`config.mk`:
```
export PLATFORM = sky130hd
export DESIGN_NAME = jtdd_snd_cmd_flat
export DESIGN_NICKNAME = d
export VERILOG_FILES = /design/src/rtl/jtdd_snd_cmd_pkg.sv /design/src/rtl/jtdd_snd_cmd_if.sv /design/src/rtl/jtdd_snd_cmd_fifo.sv /design/src/rtl/jtdd_snd_cmd.sv /design/src/flat_wrapper.sv
export SDC_FILE = /design/constraint.sdc
export NUM_CORES = 1
export LEC_CHECK = 0
export CORE_MARGIN = 2
export CORE_UTILIZATION = 55
export CTS_CLUSTER_SIZE = 20
export DETAILED_ROUTE_END_ITERATION = 6
export PLACE_DENSITY = 0.78
export SLEW_MARGIN = 40
export SYNTH_ARGS = -nofsm -noshare
export SYNTH_HDL_FRONTEND = slang
export SYNTH_SLANG_ARGS = --single-unit
```
`constraint.sdc`:
```
create_clock -name clk -period 2.6 [get_ports clk]
set_clock_uncertainty 0.1 [all_clocks]
set_input_delay 0.26 -clock clk [delete_from_list [all_inputs] [get_ports clk]]
set_output_delay 0.26 -clock clk [all_outputs]
set_load 0.02 [all_outputs]
```
`src/rtl/jtdd_snd_cmd_pkg.sv`:
```
// Shared types and helpers for the sound command link.
//  cmd_t      : one command byte as written by the main CPU
//  tmr_width  : bit width able to hold counts 0 .. max(a,b)-1 (at least 1 bit)
package jtdd_snd_cmd_pkg;

  typedef logic [7:0] cmd_t;

  function automatic int unsigned tmr_width(input int unsigned a, input int unsigned b);
    int unsigned m;
    m = (a > b) ? a : b;
    return (m <= 2) ? 1 : $clog2(m);
  endfunction

endpackage

```
`src/rtl/jtdd_snd_cmd_if.sv`:
```
// Bus between the main CPU / sound CPU side and the sound command block.
//  master : main CPU write port (cpu_cen, cs, cpu_dout) plus sound CPU latch-read (snd_ack);
//           observes snd_latch, snd_irq, busy, full, ovf
//  slave  : the command block itself
interface jtdd_snd_cmd_if;
  import jtdd_snd_cmd_pkg::*;

  logic cpu_cen;
  logic cs;
  cmd_t cpu_dout;
  cmd_t snd_latch;
  logic snd_irq;
  logic snd_ack;
  logic busy;
  logic full;
  logic ovf;

  modport master (
    output cpu_cen, cs, cpu_dout, snd_ack,
    input  snd_latch, snd_irq, busy, full, ovf
  );

  modport slave (
    input  cpu_cen, cs, cpu_dout, snd_ack,
    output snd_latch, snd_irq, busy, full, ovf
  );

endinterface

```
`src/rtl/jtdd_snd_cmd_fifo.sv`:
```
// Synchronous command FIFO, depth 2**AW, asynchronous active-low clear.
//  clk, rst_n : clock and async clear (pointers and count; storage is not cleared)
//  i_push     : write i_din; accepted when not full, or when full and popping the same clk
//  i_pop      : drop the head; ignored when empty
//  o_dout     : current head (valid while !o_empty)
//  o_full, o_empty, o_count : occupancy, o_count is AW+1 bits wide
module jtdd_snd_cmd_fifo
  import jtdd_snd_cmd_pkg::*;
#(
  parameter int unsigned AW = 2
) (
  input  logic        clk,
  input  logic        rst_n,
  input  logic        i_push,
  input  logic        i_pop,
  input  cmd_t        i_din,
  output cmd_t        o_dout,
  output logic        o_full,
  output logic        o_empty,
  output logic [AW:0] o_count
);

  localparam int unsigned Depth = 2 ** AW;
  localparam logic [AW:0] CountFull = (AW + 1)'(Depth);

  cmd_t          r_mem [Depth];
  logic [AW-1:0] r_wr_ptr;
  logic [AW-1:0] r_rd_ptr;
  logic [AW:0]   r_count;
  logic          w_do_push;
  logic          w_do_pop;

  assign w_do_pop  = i_pop & (r_count != '0);
  // A pop in the same clk frees the slot, so a push at full still lands.
  assign w_do_push = i_push & ((r_count != CountFull) | w_do_pop);

  always_ff @(posedge clk) begin
    if (w_do_push) r_mem[r_wr_ptr] <= i_din;
  end

  always_ff @(posedge clk or negedge rst_n) begin
    if (!rst_n) begin
      r_wr_ptr <= '0;
      r_rd_ptr <= '0;
      r_count  <= '0;
    end else begin
      if (w_do_push) r_wr_ptr <= r_wr_ptr + 1'b1;
      if (w_do_pop)  r_rd_ptr <= r_rd_ptr + 1'b1;
      case ({w_do_push, w_do_pop})
        2'b10:   r_count <= r_count + 1'b1;
        2'b01:   r_count <= r_count - 1'b1;
        default: r_count <= r_count;
      endcase
    end
  end

  assign o_dout  = r_mem[r_rd_ptr];
  assign o_full  = (r_count == CountFull);
  assign o_empty = (r_count == '0);
  assign o_count = r_count;

endmodule

```
`src/rtl/jtdd_snd_cmd.sv`:
```
// Main-CPU side of the sound command link. Bytes written by the main CPU are queued and handed
// to the sound CPU one at a time on snd_latch; snd_irq rises once per command and stays high until
// the sound CPU reads the latch (snd_ack) or the optional timeout expires.
//  clk, rst_n : system clock, asynchronous active-low reset
//  bus        : slave side of jtdd_snd_cmd_if
//               cpu_cen/cs/cpu_dout in, snd_ack in (asynchronous level),
//               snd_latch/snd_irq/busy/full/ovf out
// Parameters: AW (FIFO depth 2**AW), GAP_LEN (min irq-low clks between commands, >=1),
//             TIMEOUT (max clks in HOLD before forced release, 0 = never).
module jtdd_snd_cmd
  import jtdd_snd_cmd_pkg::*;
#(
  parameter int unsigned AW      = 2,
  parameter int unsigned GAP_LEN = 8,
  parameter int unsigned TIMEOUT = 0
) (
  input logic            clk,
  input logic            rst_n,
  jtdd_snd_cmd_if.slave  bus
);

  typedef enum logic [1:0] {StIdle, StSetup, StHold, StGap} state_e;

  localparam int unsigned  TW          = tmr_width(GAP_LEN, TIMEOUT);
  localparam logic [TW-1:0] GapLast     = TW'(GAP_LEN - 1);
  localparam logic [TW-1:0] TimeoutLast = TW'((TIMEOUT == 0) ? 0 : TIMEOUT - 1);

  state_e        r_state, w_state_d;
  cmd_t          r_latch, w_latch_d;
  logic          r_irq, w_irq_d;
  logic [TW-1:0] r_timer, w_timer_d;
  logic          r_ovf;
  logic          r_ack_meta, r_ack_sync, r_ack_dly;

  logic          w_req;
  logic          w_pop;
  logic          w_full;
  logic          w_empty;
  logic [AW:0]   w_count;
  cmd_t          w_head;
  logic          w_ack_rise;
  logic          w_ovf_d;

  assign w_req = bus.cs & bus.cpu_cen;

  jtdd_snd_cmd_fifo #(
    .AW (AW)
  ) u_fifo (
    .clk     (clk),
    .rst_n   (rst_n),
    .i_push  (w_req),
    .i_pop   (w_pop),
    .i_din   (bus.cpu_dout),
    .o_dout  (w_head),
    .o_full  (w_full),
    .o_empty (w_empty),
    .o_count (w_count)
  );

  // Dropped only when full and no pop frees a slot in the same clk.
  assign w_ovf_d    = w_req & w_full & ~w_pop;
  assign w_ack_rise = r_ack_sync & ~r_ack_dly;

  always_ff @(posedge clk or negedge rst_n) begin
    if (!rst_n) begin
      r_ack_meta <= 1'b0;
      r_ack_sync <= 1'b0;
      r_ack_dly  <= 1'b0;
      r_ovf      <= 1'b0;
      r_state    <= StIdle;
      r_latch    <= '0;
      r_irq      <= 1'b0;
      r_timer    <= '0;
    end else begin
      r_ack_meta <= bus.snd_ack;
      r_ack_sync <= r_ack_meta;
      r_ack_dly  <= r_ack_sync;
      r_ovf      <= w_ovf_d;
      r_state    <= w_state_d;
      r_latch    <= w_latch_d;
      r_irq      <= w_irq_d;
      r_timer    <= w_timer_d;
    end
  end

  always_comb begin
    w_state_d = r_state;
    w_latch_d = r_latch;
    w_irq_d   = r_irq;
    w_timer_d = r_timer;
    w_pop     = 1'b0;
    unique case (r_state)
      StIdle: begin
        if (!w_empty) begin
          w_pop     = 1'b1;
          w_latch_d = w_head;
          w_state_d = StSetup;
        end
      end
      // Latch has been stable for a full clk before the irq edge.
      StSetup: begin
        w_irq_d   = 1'b1;
        w_timer_d = '0;
        w_state_d = StHold;
      end
      StHold: begin
        if (TIMEOUT != 0) w_timer_d = r_timer + 1'b1;
        if (w_ack_rise || ((TIMEOUT != 0) && (r_timer == TimeoutLast))) begin
          w_irq_d   = 1'b0;
          w_timer_d = '0;
          w_state_d = StGap;
        end
      end
      // Timer saturates at GapLast; a still-asserted ack keeps us here so the next
      // irq edge cannot be merged with the current read.
      StGap: begin
        if (r_timer != GapLast) begin
          w_timer_d = r_timer + 1'b1;
        end else if (!r_ack_sync) begin
          w_state_d = StIdle;
        end
      end
      default: w_state_d = StIdle;
    endcase
  end

  assign bus.snd_latch = r_latch;
  assign bus.snd_irq   = r_irq;
  assign bus.ovf       = r_ovf;
  assign bus.full      = w_full;
  assign bus.busy      = (w_count != '0) | (r_state != StIdle);

endmodule
```
`src/flat_wrapper.sv`:
```
// flat-port wrapper written by rule: the top's interface ports become plain ports
module jtdd_snd_cmd_flat import jtdd_snd_cmd_pkg::*;
#(
  parameter int unsigned AW      = 2,
  parameter int unsigned GAP_LEN = 8,
  parameter int unsigned TIMEOUT = 0
)
  (clk, rst_n, bus_cpu_cen, bus_cs, bus_cpu_dout, bus_snd_ack, bus_snd_latch, bus_snd_irq, bus_busy, bus_full, bus_ovf);
  jtdd_snd_cmd_if bus_i ();
  input logic clk;
  input logic rst_n;
  input wire logic [$bits(bus_i.cpu_cen)-1:0] bus_cpu_cen;
  input wire logic [$bits(bus_i.cs)-1:0] bus_cs;
  input wire logic [$bits(bus_i.cpu_dout)-1:0] bus_cpu_dout;
  input wire logic [$bits(bus_i.snd_ack)-1:0] bus_snd_ack;
  output wire logic [$bits(bus_i.snd_latch)-1:0] bus_snd_latch;
  output wire logic [$bits(bus_i.snd_irq)-1:0] bus_snd_irq;
  output wire logic [$bits(bus_i.busy)-1:0] bus_busy;
  output wire logic [$bits(bus_i.full)-1:0] bus_full;
  output wire logic [$bits(bus_i.ovf)-1:0] bus_ovf;
  assign bus_i.cpu_cen = bus_cpu_cen;
  assign bus_i.cs = bus_cs;
  assign bus_i.cpu_dout = bus_cpu_dout;
  assign bus_i.snd_ack = bus_snd_ack;
  assign bus_snd_latch = bus_i.snd_latch;
  assign bus_snd_irq = bus_i.snd_irq;
  assign bus_busy = bus_i.busy;
  assign bus_full = bus_i.full;
  assign bus_ovf = bus_i.ovf;
  jtdd_snd_cmd #(.AW(AW), .GAP_LEN(GAP_LEN), .TIMEOUT(TIMEOUT)) u_core (.clk(clk), .rst_n(rst_n), .bus(bus_i));
endmodule
```
==> flow_results.xml, run 1 <==
<?xml version="1.0" encoding="UTF-8"?>
<metrics>
  <group name="status">
    <metric name="outcome" unit="">complete, no violations</metric>
  </group>
  <group name="pwr">
    <metric name="power_per_cell_area" unit="nW/µm²">1150</metric>
    <metric name="cell_internal_pwr" unit="µW">2250</metric>
    <metric name="share_seq_of_total_power" unit="%">41.2</metric>
    <metric name="power_switching" unit="µW">1090</metric>
    <metric name="p_sw_share" unit="%">32.7</metric>
    <metric name="leak" unit="µW">0.00116</metric>
    <metric name="logic_gate_share_of_total_power" unit="%">33.4</metric>
    <metric name="clock_power_share" unit="%">25.4</metric>
    <metric name="vdd.ir_drop.worst" unit="µV">535</metric>
    <metric name="fin_total_pwr" unit="µW">3340</metric>
  </group>
  <group name="grt">
    <metric name="grt_first_pass_wirelength" unit="mm">6.76</metric>
    <metric name="globalRouteTotalUtil" unit="%">18.7</metric>
    <metric name="grt_overflow_total" unit="">0</metric>
    <metric name="grt_start_max_net_pins" unit="">26</metric>
    <metric name="grt_pass1_vias" unit="">1447</metric>
    <metric name="number_of_antenna_violations_at_the_first_check_in_global_routing" unit="">0</metric>
  </group>
  <group name="placement">
    <metric name="numPortBuffers" unit="">24</metric>
    <metric name="place_congestion" unit="">0.783</metric>
    <metric name="placed_cells_incl_taps" unit="">241</metric>
    <metric name="detailed_place_hpwl" unit="mm">2.74</metric>
  </group>
  <group name="final_layout">
    <metric name="drive_gt1_share" unit="%">13.7</metric>
    <metric name="n_antenna_cell" unit="">0</metric>
    <metric name="layout.nets" unit="">225</metric>
    <metric name="fin_cells" unit="">257</metric>
    <metric name="finalCoreUtilization" unit="%">67.9</metric>
    <metric name="leading_cell_type_in_the_layout_fill_and_taps_excluded" unit="">edfxtp_1</metric>
    <metric name="final_cell_mix" unit="">edfxtp_1 (32), nand2_1 (30), dfrtp_1 (25), clkdlybuf4s50_1 (23)</metric>
    <metric name="fill_cells" unit="">292</metric>
    <metric name="area_growth_syn_to_layout" unit="%">20.3</metric>
  </group>
  <group name="clock_network">
    <metric name="postCtsSetupRepairBufs" unit="">0</metric>
    <metric name="clock_tree.buffer_depth" unit="">2</metric>
    <metric name="clk-insertion-delay-late" unit="ns">0.33</metric>
    <metric name="clkTransAtPathRegs" unit="ns">0.06</metric>
    <metric name="tritoncts" unit="">built</metric>
    <metric name="cts-buffers-inserted" unit="">9</metric>
    <metric name="cts_hold_buffers" unit="">0</metric>
    <metric name="ctsRootBufferMaster" unit="">clkbuf_8</metric>
    <metric name="ctsHtreeMaxLevel" unit="">3</metric>
    <metric name="clock_sink_count" unit="">57</metric>
  </group>
  <group name="logic_synthesis">
    <metric name="ys_ff_latch" unit="">57</metric>
    <metric name="synth.avg_cell_area" unit="µm²">14.4</metric>
    <metric name="ys_top_cells_by_area" unit="">edfxtp_1 (40%), dfrtp_1 (26%), mux4_2 (7.4%)</metric>
    <metric name="synth-edff-count" unit="">32</metric>
    <metric name="synthArstFlopShare" unit="%">43.9</metric>
    <metric name="ys.warnings.count" unit="">0</metric>
    <metric name="netlist.top_cell.by_area" unit="">edfxtp_1</metric>
    <metric name="syn_inst" unit="">168</metric>
    <metric name="yosys.cell_types.count" unit="">30</metric>
    <metric name="syn-cell-area" unit="µm²">2420</metric>
    <metric name="ys.flop_type" unit="">edfxtp_1</metric>
    <metric name="synth_seq_area_share" unit="%">65.5</metric>
    <metric name="syn-num-nets" unit="">193</metric>
    <metric name="synthDominantCellAreaShare" unit="%">39.7</metric>
  </group>
  <group name="detailed_routing">
    <metric name="route.final.wire_length" unit="mm">3.89</metric>
    <metric name="num_vias" unit="">1303</metric>
    <metric name="detail_route.vias_per_cell" unit="">5.07</metric>
    <metric name="route.detailed.drc" unit="">0</metric>
    <metric name="detailedRoute.firstPassIterationCount" unit="">4</metric>
    <metric name="drt-initial-drc-count" unit="">59</metric>
    <metric name="antenna_left" unit="">0</metric>
    <metric name="drt-wirelength-per-cell" unit="µm">15.1</metric>
  </group>
  <group name="setup_path">
    <metric name="cp_cell_sequence" unit="">inv_1, ha_1, inv_1, or4_4, dlygate4sd2_1</metric>
    <metric name="crit_required" unit="ns">2.24</metric>
    <metric name="crit_path_max_fanout" unit="">5</metric>
    <metric name="timing.critical_path.mode_cell" unit="">inv_1</metric>
    <metric name="worstSetupEndpointType" unit="">output port</metric>
    <metric name="worst-setup-path-type" unit="">flip-flop to output port</metric>
    <metric name="cp_data_arrival_time" unit="ns">2.03</metric>
    <metric name="rrSetupSlack" unit="ns">0.45</metric>
    <metric name="delay_of_the_slowest_cell_on_the_worst_path" unit="ns">0.44</metric>
    <metric name="crit_path_start_kind" unit="">flip-flop</metric>
    <metric name="cpMaxStageDelayCell" unit="">or4_4</metric>
  </group>
  <group name="sta">
    <metric name="period_needed" unit="ns">2.39</metric>
    <metric name="hold_slack" unit="ns">0.204</metric>
    <metric name="maxClockFrequency" unit="MHz">418</metric>
    <metric name="finalSetupViolations" unit="">0</metric>
    <metric name="post-route-period-util" unit="%">91.9</metric>
    <metric name="worst_slew_pin_slew" unit="ns">0.663</metric>
    <metric name="slew_headroom" unit="%">55.5</metric>
    <metric name="timing.final.hold_violations" unit="">0</metric>
    <metric name="timing.setup.tns" unit="ns">0</metric>
    <metric name="rsz0062_at_grt" unit="">no</metric>
    <metric name="count_of_final_max_slew_check_failures" unit="">0</metric>
  </group>
  <group name="floorplan">
    <metric name="die_height" unit="µm">70.4</metric>
    <metric name="die-area" unit="µm²">4950</metric>
    <metric name="core" unit="µm²">4290</metric>
    <metric name="die_width" unit="µm">70.4</metric>
    <metric name="num_io_pins" unit="">25</metric>
    <metric name="floorplan.initialDensity" unit="%">56.4</metric>
    <metric name="rows" unit="">24</metric>
  </group>
  <group name="min_path">
    <metric name="hold_path_class" unit="">primary input to asynchronous set/reset pin</metric>
  </group>
  <group name="job">
    <metric name="drv_cap" unit="">0</metric>
  </group>
</metrics>
metal layers:
layer	global-route usage [%]	up-vias	wire length, µm
met4	9.62	0	95
met1	22.0	611	1700
met5	0	-	0
met3	7.22	11	178
met2	29.7	27	1920
li1	-	654	-
cell type report:
class,count,area (µm²),share of cell area (%)
inverter,11,41.3,1.42
timing repair buffer,26,254,8.72
multi-input combinational,95,764,26.2
clock buffer,12,135,4.64
sequential,57,1590,54.4
clock inverter,4,67.6,2.32
tap,52,65.1,2.23
cell families (layout without fill, tap and decap cells):
group	count (synthesis)	in the layout	share of synthesized area (%)
compound gates	21	21	6.04
xor+xnor	6	6	2.17
fa+ha+maj	12	12	6.51
buf+inv	16	53	2.94
flops	57	57	65.5
mux	9	9	7.90
simple gates	47	47	8.94
stage by stage:
step,cell area (µm²),setup slack (ns)
finish,2910,0.209
global route,2910,0.0699
CTS,2910,0.190
detailed placement,2710,0.339
global placement,2710,0.386
floorplan,2420,0.445
Yosys cell counts, types with 3 or more instances:
library cell	instances
edfxtp_1	32
nand2_1	30
dfrtp_1	25
ha_1	11
inv_1	11
mux4_2	8
a21oi_1	6
o21ai_0	6
xnor2_1	6
and2_1	4
nor2_1	4
buf_2	3
nand3_1	3
critical path, delay by kind of cell (launching register included):
family | cells | cell delay [ns]
buffers and inverters | 3 | 0.60
adders and majority gates | 1 | 0.26
and+or+nand+nor | 1 | 0.44
DFF | 1 | 0.40
state kept, by name (all words and copies together), names as in the netlist:
name,flops
u_core.u_fifo.r_mem,32
u_core.bus.snd_latch,8
u_core.r_timer,3
u_core.u_fifo.o_count,3
u_core.r_state,2
u_core.u_fifo.r_rd_ptr,2
u_core.u_fifo.r_wr_ptr,2
u_core.bus.ovf,1
u_core.bus.snd_irq,1
u_core.r_ack_dly,1
u_core.r_ack_meta,1
u_core.r_ack_sync,1
path summary, 6_finish.rpt:
kind / startpoint / endpoint / depth (start not counted)
worst max-delay path: u_core.r_state[0] / bus_busy / 5
worst min-delay path: rst_n / u_core.u_fifo.o_count[1] / 2
worst max register to register: u_core.r_state[0] / u_core.u_fifo.r_mem[2][0] / 5
worst min register to register: u_core.r_ack_meta / u_core.r_ack_sync / 0
max in group asynchronous: rst_n / u_core.r_timer[0] / 2
min in group clk: u_core.r_ack_meta / u_core.r_ack_sync / 0
power by group through the flow:
stage	Sequential (µW)	Clock [µW]	Combinational [µW]
after detailed placement	1400	0	1130
after floorplan	1360	0	809
final	1380	849	1120
after global routing	1420	911	1260
after global placement	1380	0	1070
after CTS	1380	865	1130
timing repair:
item                                    CTS  global route
hold endpoints to repair                  0             0
endpoints found under the setup margin    1             0
resized for setup                         1             0
No activity file was read; power rests on OpenSTA's default activity.
==> run 2, diff against run 1 <==
Settings changed: CORE_ASPECT_RATIO set to 1.25, CORE_MARGIN 2 to 1.
==> flow_results.xml, run 2 (synthesized netlist as in run 1, its figures left out) <==
<?xml version="1.0" encoding="UTF-8"?>
<metrics>
  <group name="status">
    <metric name="outcome" unit="">complete, no violations</metric>
  </group>
  <group name="final_layout">
    <metric name="fin_cells" unit="">261</metric>
    <metric name="final_cell_mix" unit="">edfxtp_1 (32), nand2_1 (30), dfrtp_1 (25), clkdlybuf4s50_1 (23)</metric>
    <metric name="drive_gt1_share" unit="%">14.6</metric>
    <metric name="finalCoreUtilization" unit="%">69.8</metric>
    <metric name="layout.nets" unit="">225</metric>
    <metric name="leading_cell_type_in_the_layout_fill_and_taps_excluded" unit="">edfxtp_1</metric>
    <metric name="n_antenna_cell" unit="">0</metric>
    <metric name="area_growth_syn_to_layout" unit="%">19.9</metric>
    <metric name="largest_register_ffs" unit="">32</metric>
    <metric name="largest-register" unit="">u_core.u_fifo.r_mem</metric>
    <metric name="fill_cells" unit="">321</metric>
  </group>
  <group name="floorplan">
    <metric name="die_height" unit="µm">76.2</metric>
    <metric name="num_io_pins" unit="">25</metric>
    <metric name="floorplan.initialDensity" unit="%">58.2</metric>
    <metric name="core" unit="µm²">4160</metric>
    <metric name="die-area" unit="µm²">4680</metric>
    <metric name="rows" unit="">26</metric>
    <metric name="die_width" unit="µm">61.4</metric>
  </group>
  <group name="clock_network">
    <metric name="postCtsSetupRepairBufs" unit="">0</metric>
    <metric name="cts_hold_buffers" unit="">0</metric>
    <metric name="cts-buffers-inserted" unit="">9</metric>
    <metric name="ctsRootBufferMaster" unit="">clkbuf_8</metric>
    <metric name="clock_sink_count" unit="">57</metric>
    <metric name="ctsHtreeMaxLevel" unit="">3</metric>
    <metric name="ctsResizeCount" unit="">1</metric>
    <metric name="clkTransAtPathRegs" unit="ns">0.06</metric>
    <metric name="clock_tree.buffer_depth" unit="">2</metric>
    <metric name="clk-insertion-delay-late" unit="ns">0.32</metric>
    <metric name="tritoncts" unit="">built</metric>
  </group>
  <group name="grt">
    <metric name="grt_first_pass_wirelength" unit="mm">6.67</metric>
    <metric name="globalRouteTotalUtil" unit="%">20.7</metric>
    <metric name="grt_pass1_vias" unit="">1415</metric>
    <metric name="number_of_antenna_violations_at_the_first_check_in_global_routing" unit="">0</metric>
    <metric name="grt_overflow_total" unit="">0</metric>
    <metric name="grt_start_max_net_pins" unit="">26</metric>
  </group>
  <group name="setup_path">
    <metric name="crit_path_max_fanout" unit="">5</metric>
    <metric name="worst-setup-path-type" unit="">flip-flop to output port</metric>
    <metric name="cp_data_arrival_time" unit="ns">2.07</metric>
    <metric name="crit_path_start_kind" unit="">flip-flop</metric>
    <metric name="worstSetupEndpointType" unit="">output port</metric>
    <metric name="crit_required" unit="ns">2.24</metric>
  </group>
  <group name="min_path">
    <metric name="hold_path_class" unit="">primary input to asynchronous set/reset pin</metric>
  </group>
  <group name="placement">
    <metric name="place_congestion" unit="">0.747</metric>
    <metric name="dpl_worst_slack" unit="ns">0.338</metric>
    <metric name="detailed_place_hpwl" unit="mm">2.85</metric>
    <metric name="placed_cells_incl_taps" unit="">245</metric>
    <metric name="numPortBuffers" unit="">24</metric>
  </group>
  <group name="detailed_routing">
    <metric name="route.final.wire_length" unit="mm">4.13</metric>
    <metric name="num_vias" unit="">1401</metric>
    <metric name="drt-wirelength-per-cell" unit="µm">15.8</metric>
    <metric name="detailedRoute.firstPassIterationCount" unit="">4</metric>
    <metric name="detail_route.vias_per_cell" unit="">5.37</metric>
    <metric name="route.detailed.drc" unit="">0</metric>
    <metric name="antenna_left" unit="">0</metric>
    <metric name="drt-initial-drc-count" unit="">72</metric>
  </group>
  <group name="pwr">
    <metric name="leak" unit="µW">0.00116</metric>
    <metric name="vdd.ir_drop.worst" unit="µV">594</metric>
    <metric name="power_per_cell_area" unit="nW/µm²">1130</metric>
  </group>
  <group name="job">
    <metric name="drv_cap" unit="">0</metric>
  </group>
  <group name="sta">
    <metric name="period_needed" unit="ns">2.43</metric>
    <metric name="finalSetupViolations" unit="">0</metric>
    <metric name="worst_slew_pin_slew" unit="ns">0.584</metric>
    <metric name="count_of_final_max_slew_check_failures" unit="">0</metric>
    <metric name="post-route-period-util" unit="%">93.6</metric>
    <metric name="slew_headroom" unit="%">61.1</metric>
    <metric name="rsz0062_at_grt" unit="">no</metric>
    <metric name="maxClockFrequency" unit="MHz">411</metric>
    <metric name="timing.setup.tns" unit="ns">0</metric>
    <metric name="timing.final.hold_violations" unit="">0</metric>
    <metric name="hold_slack" unit="ns">0.195</metric>
    <metric name="timing.final.ws_setup" unit="ns">0.165</metric>
  </group>
</metrics>
## run 2: metrics by stage
step	total power, µW	cell area [µm²]
finish	3290	2910
detailed placement	2530	2720
floorplan	2170	2420
CTS	3290	2900
global placement	2460	2720
global route	3500	2910
## run 2: cell type report
| type | instances | area, µm² | area share, % |
|---|---|---|---|
| repair buffers | 26 | 254 | 8.74 |
| well taps | 56 | 70.1 | 2.41 |
| flip-flops and latches | 57 | 1590 | 54.6 |
| clock buffers | 12 | 135 | 4.65 |
| inverters | 11 | 41.3 | 1.42 |
| multi-input cells | 95 | 773 | 26.6 |
| clock inverters | 4 | 45.0 | 1.55 |
## run 2: per-layer routing
layer | global-route usage, % | part of all wire [%] | up-vias
li1 | - | - | 657
met1 | 24.4 | 40 | 705
met2 | 33.9 | 54 | 31
met3 | 4.92 | 3.3 | 8
met4 | 11.3 | 2.0 | 0
met5 | 0 | 0 | -
## run 2: report_power, final
part / leakage [µW] / internal (µW) / switching, µW
Combinational: 0.000469 / 548 / 584
Sequential: 0.000595 / 1170 / 217
Clock: 0.0000941 / 439 / 326
## run 2: critical path: stages, from the launching register on
cell and delay (ns):
dfrtp_1 0.40, inv_1 0.14, ha_1 0.28, inv_1 0.15, or4_4 0.44, dlygate4sd2_1 0.34
## run 2: worst paths after layout
path | start | endpoint | slack (ns) | cells after the start
worst min register to register | u_core.r_ack_meta | u_core.r_ack_sync | 0.25 | 0
worst max register to register | u_core.r_state[0] | u_core.u_fifo.r_mem[2][2] | 0.39 | 5
worst min-delay path | rst_n | u_core.u_fifo.o_count[1] | 0.19 | 2
worst max-delay path | u_core.r_state[0] | bus_busy | 0.17 | 5
min in group clk | u_core.r_ack_meta | u_core.r_ack_sync | 0.25 | 0
max in group asynchronous | rst_n | u_core.bus.snd_latch[0] | 1.96 | 2
